--- src/rtl/mux_lut_arbiter_if.sv ---
// Request/response bundle between gate-op producers and the shared LUT arbiter.
interface mux_lut_arbiter_if #(
    parameter int N_REQ = 4
);
    localparam int ID_W = $clog2(N_REQ);

    logic [N_REQ-1:0]   req_valid;
    logic [N_REQ-1:0]   req_ready;
    logic [4*N_REQ-1:0] req_tt;
    logic [N_REQ-1:0]   req_a;
    logic [N_REQ-1:0]   req_b;
    logic               rsp_valid;
    logic               rsp_ready;
    logic [ID_W-1:0]    rsp_id;
    logic               rsp_out;

    modport master (
        output req_valid, req_tt, req_a, req_b, rsp_ready,
        input  req_ready, rsp_valid, rsp_id, rsp_out
    );

    modport slave (
        input  req_valid, req_tt, req_a, req_b, rsp_ready,
        output req_ready, rsp_valid, rsp_id, rsp_out
    );
endinterface

--- src/rtl/mux_lut_arbiter.sv ---
// Round-robin arbiter sharing one 4:1 mux LUT evaluator among N_REQ requesters.
// Optional eval counter enabled by defining MUX_ARB_STATS_EN.
module mux_4_1 (
    input  logic [3:0] i_d,
    input  logic [1:0] i_sel,
    output logic       o_y
);
    assign o_y = i_d[i_sel];
endmodule

module mux_lut_arbiter #(
    parameter int N_REQ = 4,
    parameter int CNT_W = 16
) (
    input  logic             clk,
    input  logic             rst_n,
    mux_lut_arbiter_if.slave bus
`ifdef MUX_ARB_STATS_EN
    ,
    output logic [CNT_W-1:0] eval_cnt
`endif
);
    localparam int ID_W = $clog2(N_REQ);

    typedef enum logic [1:0] {IDLE, EVAL, RESP} state_t;

    state_t            r_state, w_state_nxt;
    logic [ID_W-1:0]   r_rr_ptr, r_grant, w_grant;
    logic              w_found;
    logic [N_REQ-1:0]  w_ready;
    logic [3:0]        r_tt;
    logic              r_a, r_b;
    logic              w_mux;
    logic              r_rsp_valid, r_rsp_out;
    logic [ID_W-1:0]   r_rsp_id;

    // First valid requester at or after rr_ptr, wrapping around.
    always_comb begin
        w_found = 1'b0;
        w_grant = '0;
        for (int i = 0; i < N_REQ; i++) begin
            if (!w_found && bus.req_valid[(int'(r_rr_ptr) + i) % N_REQ]) begin
                w_found = 1'b1;
                w_grant = ID_W'((int'(r_rr_ptr) + i) % N_REQ);
            end
        end
    end

    always_comb begin
        w_state_nxt = r_state;
        w_ready     = '0;
        case (r_state)
            IDLE: if (w_found && rst_n) begin
                w_ready[w_grant] = 1'b1;
                w_state_nxt      = EVAL;
            end
            EVAL: w_state_nxt = RESP;
            RESP: if (bus.rsp_ready) w_state_nxt = IDLE;
            default: w_state_nxt = IDLE;
        endcase
    end

    mux_4_1 u_mux (
        .i_d   (r_tt),
        .i_sel ({r_a, r_b}),
        .o_y   (w_mux)
    );

    always_ff @(posedge clk) begin
        if (!rst_n) begin
            r_state     <= IDLE;
            r_rr_ptr    <= '0;
            r_grant     <= '0;
            r_tt        <= '0;
            r_a         <= 1'b0;
            r_b         <= 1'b0;
            r_rsp_valid <= 1'b0;
            r_rsp_id    <= '0;
            r_rsp_out   <= 1'b0;
        end else begin
            r_state <= w_state_nxt;
            case (r_state)
                IDLE: if (w_found) begin
                    r_tt    <= bus.req_tt[{w_grant, 2'b00} +: 4];
                    r_a     <= bus.req_a[w_grant];
                    r_b     <= bus.req_b[w_grant];
                    r_grant <= w_grant;
                end
                EVAL: begin
                    r_rsp_out   <= w_mux;
                    r_rsp_id    <= r_grant;
                    r_rsp_valid <= 1'b1;
                end
                RESP: if (bus.rsp_ready) begin
                    r_rsp_valid <= 1'b0;
                    r_rr_ptr    <= (r_grant == ID_W'(N_REQ - 1)) ? '0 : r_grant + 1'b1;
                end
                default: ;
            endcase
        end
    end

`ifdef MUX_ARB_STATS_EN
    logic [CNT_W-1:0] r_eval_cnt;

    always_ff @(posedge clk) begin
        if (!rst_n)
            r_eval_cnt <= '0;
        else if (r_state == RESP && bus.rsp_ready && r_eval_cnt != '1)
            r_eval_cnt <= r_eval_cnt + 1'b1;
    end

    assign eval_cnt = r_eval_cnt;
`endif

    assign bus.req_ready = w_ready;
    assign bus.rsp_valid = r_rsp_valid;
    assign bus.rsp_id    = r_rsp_id;
    assign bus.rsp_out   = r_rsp_out;
endmodule
--- src/flat_wrapper.sv ---
// flat-port wrapper written by rule: the top's interface ports become plain ports
module mux_lut_arbiter_flat 
#(
    parameter int N_REQ = 4,
    parameter int CNT_W = 16
)
  (clk, rst_n, bus_req_valid, bus_req_tt, bus_req_a, bus_req_b, bus_rsp_ready, bus_req_ready, bus_rsp_valid, bus_rsp_id, bus_rsp_out);
  mux_lut_arbiter_if #(.N_REQ(N_REQ)) bus_i ();
  input  logic clk;
  input  logic rst_n;
  input wire logic [$bits(bus_i.req_valid)-1:0] bus_req_valid;
  input wire logic [$bits(bus_i.req_tt)-1:0] bus_req_tt;
  input wire logic [$bits(bus_i.req_a)-1:0] bus_req_a;
  input wire logic [$bits(bus_i.req_b)-1:0] bus_req_b;
  input wire logic [$bits(bus_i.rsp_ready)-1:0] bus_rsp_ready;
  output wire logic [$bits(bus_i.req_ready)-1:0] bus_req_ready;
  output wire logic [$bits(bus_i.rsp_valid)-1:0] bus_rsp_valid;
  output wire logic [$bits(bus_i.rsp_id)-1:0] bus_rsp_id;
  output wire logic [$bits(bus_i.rsp_out)-1:0] bus_rsp_out;
  assign bus_i.req_valid = bus_req_valid;
  assign bus_i.req_tt = bus_req_tt;
  assign bus_i.req_a = bus_req_a;
  assign bus_i.req_b = bus_req_b;
  assign bus_i.rsp_ready = bus_rsp_ready;
  assign bus_req_ready = bus_i.req_ready;
  assign bus_rsp_valid = bus_i.rsp_valid;
  assign bus_rsp_id = bus_i.rsp_id;
  assign bus_rsp_out = bus_i.rsp_out;
  mux_lut_arbiter #(.N_REQ(N_REQ), .CNT_W(CNT_W)) u_core (.clk(clk), .rst_n(rst_n), .bus(bus_i));
endmodule
--- config.mk ---
export PLATFORM = sky130hd
export DESIGN_NAME = mux_lut_arbiter_flat
export DESIGN_NICKNAME = d
export VERILOG_FILES = /design/src/rtl/mux_lut_arbiter_if.sv /design/src/rtl/mux_lut_arbiter.sv /design/src/flat_wrapper.sv
export SDC_FILE = /design/constraint.sdc
export NUM_CORES = 1
export LEC_CHECK = 0
export BUFFER_PORTS_ARGS = -buffer_cell sky130_fd_sc_hd__buf_2
export CORE_MARGIN = 2
export CORE_UTILIZATION = 45
export CTS_CLUSTER_SIZE = 12
export DETAILED_ROUTE_END_ITERATION = 7
export PLACE_DENSITY = 0.74
export SKIP_LAST_GASP = 1
export SYNTH_ARGS = -nofsm -noshare
export SYNTH_HDL_FRONTEND = slang
export SYNTH_SLANG_ARGS = --single-unit
--- constraint.sdc ---
create_clock -name clk -period 3.87 [get_ports clk]
set_clock_uncertainty 0.15 [all_clocks]
set_input_delay 0.1935 -clock clk [delete_from_list [all_inputs] [get_ports clk]]
set_output_delay 0.1935 -clock clk [all_outputs]
set_load 0.02 [all_outputs]
==> results of run 1 <==
==> power breakdown <==
group	internal, uW	total (uW)	switching [uW]
combinational	44.3	87.0	42.7
sequential	180	191	10.5
clock	57.3	110	52.3
==> metal layers <==
metal  track usage (%)  up-vias  share of wire [%]
met4              4.86        0                1.0
met5                 0        -                  0
met2              28.0       17                 52
li1                  -      399                  -
met3              3.40        2                4.0
met1              20.8      346                 43
==> through the flow <==
step	hold WS (ps)	worst slack [ps]	instance area, um2
2_1_floorplan	210	2060	870
3_3_place_gp	294	1850	1050
3_5_place_dp	305	1790	1050
4_1_cts	59.5	1480	1090
5_1_grt	42.6	1300	1090
6_report	59.6	1480	1090
==> final cells by class <==
type,count,area [um2],share of cell area [%]
Timing Repair Buffer,38,190,17.5
Clock buffer,4,36.3,3.33
Sequential cell,16,320,29.4
Inverter,3,11.3,1.03
Multi-Input combinational cell,65,499,45.9
Tap cell,25,31.3,2.87
==> worst reg2reg max path: stages (launching register included) <==
cell	delay, ps
dfxtp_1	370
a21oi_2	130
o21ai_1	60
o2bb2a_1	750
mux2i_1	280
o221ai_1	120
==> how the worst max path moves through the flow <==
| stage | slack [ps] | to | start | cells after the start |
|---|---|---|---|---|
| after detailed placement | 1790 | bus_req_ready[3] | u_core.r_rr_ptr[1]$_SDFFE_PN0P_ | 6 |
| after floorplan | 2060 | bus_req_ready[1] | u_core.r_rr_ptr[1]$_SDFFE_PN0P_ | 5 |
| after global routing | 1300 | bus_req_ready[2] | u_core.r_rr_ptr[1]$_SDFFE_PN0P_ | 6 |
| after global placement | 1850 | bus_req_ready[1] | u_core.r_rr_ptr[1]$_SDFFE_PN0P_ | 6 |
| after CTS | 1480 | bus_req_ready[3] | u_core.r_rr_ptr[1]$_SDFFE_PN0P_ | 6 |
| final | 1480 | bus_req_ready[3] | u_core.r_rr_ptr[1]$_SDFFE_PN0P_ | 6 |
==> kinds of logic (layout without fill, tap and decap cells) <==
logic type	count (synthesis)	count (layout)	share of synthesized area (%)
compound gates	15	15	13.5
flops	16	16	36.8
buf+inv	8	45	5.75
simple gates	29	29	18.0
fa+ha+maj	1	1	1.44
mux	20	20	24.5
==> layout by cell type (no fill, tap or decap), drive strengths merged <==
cell,netlist,layout
a311oi,1,1
ha,1,1
nor3,2,2
clkbuf,2,4
o2bb2a,1,1
nor2,5,5
dfxtp,16,16
mux2i,19,19
mux4,1,1
o211a,1,1
nor2b,9,9
a21oi,4,4
inv,3,3
o221ai,6,6
and2,1,1
o21a,1,1
nand2,7,7
nor4,1,1
nand3b,1,1
o21ai,1,1
nand2b,2,2
buf,3,38
nor3b,1,1
==> sequential cells by signal, indices dropped and copies added (netlist names) <==
name                  cells
u_core.r_b                1
u_core.r_rr_ptr           2
u_core.r_grant            2
u_core.r_a                1
u_core.bus.rsp_valid      1
u_core.r_tt               4
u_core.bus.rsp_out        1
u_core.bus.rsp_id         2
u_core.r_state            2
==> results.py, run 1 <==
metrics = {
    "clock_tree": {
        "cts_root_buf": "clkbuf_4",
        "cts_tree": "built",
        "clkTransAtPathRegs_ps": 90,
        "cts-htree-levels": 1,
        "cts_resized": 0,
        "holdBufCountCts": 0,
        "cts_sinks": 16,
        "cts_setup_buffers": 0,
        "clockBufferDepth": 2,
        "clock_latency_ps": 280,
        "cts_made_buffers": 3,
    },
    "yosys": {
        "yosys.area.top_type": "dfxtp_1",
        "synthTopCellsByCount": "19 x mux2i_1, 16 x dfxtp_1, 9 x nor2b_1",
        "synth_flop_cell": "dfxtp_1",
        "synth_edf_count": 0,
        "yosys.area.top_type_share_pct": 36.8,
        "syn_avg_cell_area_um2": 9.77,
        "synth.cell_area_um2": 870,
        "synth_cell_types": 27,
        "postSynthCellCount": 89,
        "synthArstFlopShare_pct": 0,
        "syn-num-nets": 121,
        "ys_ff_latch": 16,
        "yosysSeqAreaShare_pct": 36.8,
        "synth_area_leaders": "dfxtp_1 37%, mux2i_1 22%, nor2b_1 6.5%, o221ai_1 6.0%, nand2_1 3.0%",
        "yosysWarnings": 0,
        "synth_most_common_cell": "mux2i_1",
    },
    "worst_setup_path": {
        "crit_fanout": 16,
        "crit_buf_inv": 2,
        "reg2reg_slack_ps": 1870,
        "cpLargestDelayFamily": "compound AO/OA/AOI/OAI gates",
        "rr_startpoint": "u_core.r_rr_ptr[1]$_SDFFE_PN0P_",
        "worstPathCellList": "a21oi_2 > o21ai_1 > o2bb2a_1 > inv_1 > nor2_1 > buf_2",
        "crit_type": "register to primary output",
        "worstPathArrival_ps": 2050,
        "endpoint_kind": "primary output",
        "r2r_end": "u_core.r_tt[0]$_SDFFE_PN0P_",
        "cp_data_required_time_ps": 3530,
        "ff2ff_path_depth": 5,
        "critPathMaxStageDelay_ps": 750,
        "start_kind": "register",
        "critPathSlowestCell": "o2bb2a_1",
    },
    "route": {
        "drc": 0,
        "via_per_inst": 5.06,
        "vias": 764,
        "routed_wl_um": 1730,
        "drtIter0Drc": 5,
        "ant_nets": 0,
        "drt_pass1_iterations": 4,
        "post_drt_wl_per_cell_um": 11.4,
    },
    "finish": {
        "final_cells": 151,
        "post-route-util_pct": 61.7,
        "final_net_count": 159,
        "syn2layout_area_growth_pct": 25.2,
        "diodes": 0,
        "fill_cells": 177,
        "drive_above_1_share_pct": 35.7,
    },
    "sta": {
        "worst-slew-pin-transition_ps": 796,
        "fin_crit_sh_pct": 61.9,
        "slew_viol_final": 0,
        "rsz0062_at_grt": "false",
        "setup-violations-final": 0,
        "max_freq_mhz": 418,
        "tns_ps": 0,
        "slew_headroom_pct": 46.9,
        "post-route-min-period_ps": 2390,
        "timing.final.hold_violations": 0,
    },
    "floorplanning": {
        "start_util_pct": 49.3,
        "num_rows": 15,
        "pin_count": 39,
        "chipHeight_um": 48.0,
        "die_w_um": 48.0,
        "die-area_um2": 2300,
        "core-area_um2": 1760,
    },
    "min_path": {
        "whs_endpoint": "u_core.r_state[1]$_SDFFE_PN0P_",
        "hp-start": "rst_n",
        "holdPathStages": 2,
        "holdCritPathClass": "input pin to register",
    },
    "grt": {
        "grt_use_total_pct": 16.4,
        "grt_pass1_wl_um": 2620,
        "grt.overflow.total": 0,
        "grt_max_degree": 17,
        "antenna_found_initial": 0,
        "first_global_vias": 639,
    },
    "placement": {
        "globalplace.congestion": 0.711,
        "io_buffers": 38,
        "dp_cells": 147,
        "dp_hpwl_um": 1400,
    },
    "power_and_ir_drop": {
        "p_leak_uw": 0.000500,
        "ir_drop_mv": 0.184,
        "power_uw": 387,
        "p_per_area_nw_per_um2": 356,
    },
    "outcome": {
        "status": "finished, final reports clean",
    },
    "run": {
        "max_cap_viol_count": 0,
    },
}
Power figures use the tool's default switching activity.
==> run 2: changes to the inputs <==
clock period = 2.45 ns   (was 3.87 ns; I/O delays follow)
==> results.py, run 2 (synthesized netlist as in run 1, its figures left out) <==
metrics = {
    "clock_tree": {
        "clkTransAtPathRegs_ps": 90,
        "cts-htree-levels": 1,
        "cts_made_buffers": 3,
        "clockBufferDepth": 2,
        "clock_latency_ps": 280,
        "cts_sinks": 16,
        "cts_tree": "built",
        "cts_root_buf": "clkbuf_4",
    },
    "min_path": {
        "holdPathStages": 3,
        "whs_endpoint": "u_core.r_tt[1]$_SDFFE_PN0P_",
        "holdCritPathClass": "input pin to register",
        "hp-start": "bus_req_tt[5]",
    },
    "sta": {
        "fin_crit_sh_pct": 92.6,
        "fin_hold_ws_ps": 11.4,
        "slew_viol_final": 0,
        "max_freq_mhz": 441,
        "slew_headroom_pct": 71.0,
        "setup-violations-final": 0,
        "timing.final.hold_violations": 0,
        "rsz0062_at_grt": "true",
        "post-route-min-period_ps": 2270,
        "worst-slew-pin-transition_ps": 432,
    },
    "grt": {
        "antenna_found_initial": 0,
        "grt.overflow.total": 0,
        "grt_max_degree": 17,
        "grt_pass1_wl_um": 2820,
        "first_global_vias": 711,
        "grt_use_total_pct": 17.1,
    },
    "power_and_ir_drop": {
        "p_leak_uw": 0.000523,
        "p_per_area_nw_per_um2": 540,
        "ir_drop_mv": 0.477,
        "power_uw": 615,
    },
    "floorplanning": {
        "die_w_um": 48.0,
        "start_util_pct": 49.3,
        "core-area_um2": 1760,
        "chipHeight_um": 48.0,
        "die-area_um2": 2300,
        "pin_count": 39,
        "num_rows": 15,
    },
    "placement": {
        "placed_cell_area_um2": 1060,
        "globalplace.congestion": 0.715,
        "dp_hpwl_um": 1410,
        "dp_cells": 148,
        "io_buffers": 38,
    },
    "outcome": {
        "status": "finished, final reports clean",
    },
    "worst_setup_path": {
        "endpoint_kind": "register",
        "crit_fanout": 16,
        "start_kind": "register",
        "ff2ff_path_depth": 7,
        "worstPathArrival_ps": 2280,
        "rr_startpoint": "u_core.r_rr_ptr[1]$_SDFFE_PN0P_",
        "r2r_end": "u_core.r_b$_SDFFE_PN0P_",
        "critical_path.startpoint": "u_core.r_rr_ptr[1]$_SDFFE_PN0P_",
        "crit_type": "register to register",
        "cp_data_required_time_ps": 2460,
        "reg2reg_slack_ps": 180,
    },
    "finish": {
        "fill_cells": 158,
        "largest_register": "u_core.r_tt",
        "syn2layout_area_growth_pct": 30.9,
        "post-route-util_pct": 64.5,
        "final_common_cell": "buf_2",
        "final_area_um2": 1140,
        "final_cells": 156,
        "final_net_count": 164,
        "largest_reg_flops": 4,
        "mostFrequentLayoutCells": "38 x buf_2, 19 x mux2i_1, 16 x dfxtp_1",
        "multi_input_area_um2": 502,
        "diodes": 0,
        "drive_above_1_share_pct": 35.9,
        "regArea_um2": 320,
    },
    "route": {
        "post_drt_wl_per_cell_um": 11.6,
        "wl_met2_um": 949,
        "vias": 766,
        "routed_wl_um": 1810,
        "met1_length_um": 791,
        "drt_pass1_iterations": 4,
        "highest_layer": "met4",
        "via_per_inst": 4.91,
        "drc": 0,
        "ant_nets": 0,
        "drtIter0Drc": 12,
        "wl_met3_um": 58,
    },
    "run": {
        "max_cap_viol_count": 0,
    },
}
run 2: timing repair:
item	in CTS	in global routing
buffers inserted	0	0
hold buffers	4	0
hold endpoints to repair	3	0
setup endpoints to repair	0	2
gates resized for setup	0	1
run 2: final cells by class:
| type | instances | share of cell area [%] |
|---|---|---|
| Multi-Input combinational cell | 65 | 44.1 |
| Sequential cell | 16 | 28.1 |
| Timing Repair Buffer | 43 | 20.9 |
| Clock buffer | 4 | 3.19 |
| Tap cell | 25 | 2.75 |
| Inverter | 3 | 0.989 |
run 2: per-stage QoR:
step                setup TNS (ps)  worst slack, ps
CTS                              0              240
floorplan                        0              711
global placement                 0              627
detailed placement               0              573
finish                           0              180
global route                 -12.1            -8.18
run 2: worst max-delay path by stage:
stage / to
after floorplan: bus_req_ready[1]
after global placement: bus_req_ready[3]
after detailed placement: bus_req_ready[3]
after CTS: u_core.r_b$_SDFFE_PN0P_
after global routing: bus_req_ready[0]
final: u_core.r_b$_SDFFE_PN0P_
run 2: metal layers:
layer	up-vias	track usage, %
li1	408	-
met1	341	23.1
met2	15	28.5
met3	2	2.26
met4	0	4.86
met5	-	0
run 2: worst max-delay path, cell delays in order, from the launching register on:
cell and delay, ps:
dfxtp_1 380, a21oi_2 140, o21ai_1 70, o2bb2a_1 230, buf_4 250, mux2i_1 250
dlygate4sd3_1 570, o221ai_1 110
run 2: where the power goes:
part           leakage (uW)  internal [uW]  switching (uW)  total, uW
combinational      0.000371           76.0            69.8        146
sequential         0.000131            284            16.0        300
clock             0.0000210           90.2            78.8        169
==> run 3: changes to the inputs <==
CORE_ASPECT_RATIO = 1.1   (was unset)
CORE_MARGIN = 8   (was 2)
==> results.py, run 3 (synthesized netlist as in run 1, its figures left out) <==
metrics = {
    "floorplanning": {
        "die_w_um": 57.9,
        "num_rows": 16,
        "pin_count": 39,
        "die-area_um2": 3600,
        "start_util_pct": 48.3,
        "core-area_um2": 1800,
        "chipHeight_um": 62.1,
    },
    "grt": {
        "first_global_vias": 823,
        "grt_use_total_pct": 11.9,
        "antenna_found_initial": 0,
        "grt_pass1_wl_um": 3420,
        "grt.overflow.total": 0,
        "grt_max_degree": 17,
    },
    "finish": {
        "drive_above_1_share_pct": 34.4,
        "fill_cells": 156,
        "largest_register": "u_core.r_tt",
        "final_net_count": 165,
        "syn2layout_area_growth_pct": 29.2,
        "diodes": 0,
        "final_area_um2": 1120,
        "final_common_cell": "buf_2",
        "mostFrequentLayoutCells": "38 x buf_2, 19 x mux2i_1, 16 x dfxtp_1",
        "largest_reg_flops": 4,
    },
    "worst_setup_path": {
        "crit_cells": 6,
        "crit_top_cell": "nor2_1",
        "start_kind": "register",
        "crit_type": "register to primary output",
        "worstPathArrival_ps": 1920,
        "endpoint_kind": "primary output",
        "critPathSlowestCell": "dfxtp_1",
        "worstPathCellList": "mux2i_1 > nor2_1 > a311oi_1 > nand2_1 > nor2_1 > buf_2",
        "cp_data_required_time_ps": 2180,
        "ff2ff_path_depth": 5,
        "cpLargestDelayFamily": "simple AND/OR/NAND/NOR gates",
        "critPathMaxStageDelay_ps": 440,
        "crit_buf_inv": 1,
        "crit_fanout": 8,
    },
    "clock_tree": {
        "cts_resized": 0,
        "clkTransAtPathRegs_ps": 90,
        "clock_latency_ps": 290,
        "clockBufferDepth": 2,
        "cts_root_buf": "clkbuf_4",
        "cts_tree": "built",
        "cts_made_buffers": 3,
        "cts-htree-levels": 1,
        "cts_sinks": 16,
    },
    "placement": {
        "io_buffers": 38,
        "globalplace.congestion": 0.774,
        "dp_hpwl_um": 1640,
        "placed_cell_area_um2": 1050,
    },
    "sta": {
        "rsz0062_at_grt": "false",
        "fin_crit_sh_pct": 89.7,
        "worst-slew-pin-transition_ps": 465,
        "tns_ps": 0,
        "slew_headroom_pct": 68.9,
        "post-route-min-period_ps": 2200,
        "timing.final.hold_violations": 2,
        "slew_viol_final": 0,
        "setup-violations-final": 0,
        "fin_hold_ws_ps": -2.57,
        "max_freq_mhz": 455,
    },
    "route": {
        "routed_wl_um": 2110,
        "post_drt_wl_per_cell_um": 14.2,
        "drtIter0Drc": 8,
        "drt_pass1_iterations": 4,
        "via_per_inst": 5.40,
        "vias": 804,
        "ant_nets": 0,
        "drc": 0,
    },
    "power_and_ir_drop": {
        "power_uw": 587,
        "ir_drop_mv": 0.305,
        "p_per_area_nw_per_um2": 522,
        "p_leak_uw": 0.000521,
    },
    "min_path": {
        "holdPathStages": 3,
        "holdCritPathClass": "input pin to register",
    },
    "outcome": {
        "status": "finished with violations",
        "violations": "hold timing",
    },
    "run": {
        "max_cap_viol_count": 0,
    },
}
run 3: cell count changes in the layout (fill, tap and decap cells not counted), sizes merged:
cell	change
dlygate4sd3	+1
clkbuf	-1
run 3: through the flow:
| step | setup slack (ps) | utilization, % | instances | hold slack (ps) |
|---|---|---|---|---|
| CTS | 259 | 62.4 | 149 | 0.947 |
| global placement | 614 | 58.3 | 141 | 286 |
| floorplan | 711 | - | 89 | 139 |
| detailed placement | 582 | 58.3 | 141 | 291 |
| finish | 253 | 62.4 | 149 | -2.57 |
| global route | 66.4 | 62.4 | 149 | 8.57 |
run 3: layout make-up:
type,count,area [um2],share of cell area (%)
sequential,16,320,28.5
timing repair buffer,44,248,22.0
multi-input combinational,65,499,44.4
tap,18,22.5,2.00
inverter,3,11.3,1.00
clock buffer,3,22.5,2.00
run 3: path summary, 6_finish.rpt:
kind	from	end	slack [ps]
max	u_core.r_rr_ptr[1]$_SDFFE_PN0P_	bus_req_ready[1]	250
max reg2reg	u_core.r_rr_ptr[1]$_SDFFE_PN0P_	u_core.r_tt[2]$_SDFFE_PN0P_	620
min	bus_req_tt[12]	u_core.r_tt[0]$_SDFFE_PN0P_	-3
min reg2reg	u_core.r_tt[3]$_SDFFE_PN0P_	u_core.r_tt[3]$_SDFFE_PN0P_	320
run 3: report_power, final:
part | switching, uW | leakage, uW | internal, uW
clock network | 80.8 | 0.0000138 | 57.2
registers | 16.3 | 0.000131 | 284
logic | 71.4 | 0.000376 | 77.0
total | 168 | 0.000521 | 419
run 3: per-layer routing:
layer / GRT usage (%) / vias to the layer above / part of all wire [%]
met1: 11.8 / 364 / 41
li1: - / 410 / -
met2: 20.7 / 24 / 52
met4: 7.98 / 0 / 2.0
met3: 3.29 / 6 / 4.6
met5: 0 / - / 0
run 3: tightest hold or removal path, cell delays in order:
cell and delay (ps):
buf_2 80, mux2i_1 60, o221ai_1 150
run 3: what timing repair did:
action / CTS / global route
buffers inserted: 0 / 0
hold buffers: 5 / 0
endpoints found under the hold margin: 5 / 0
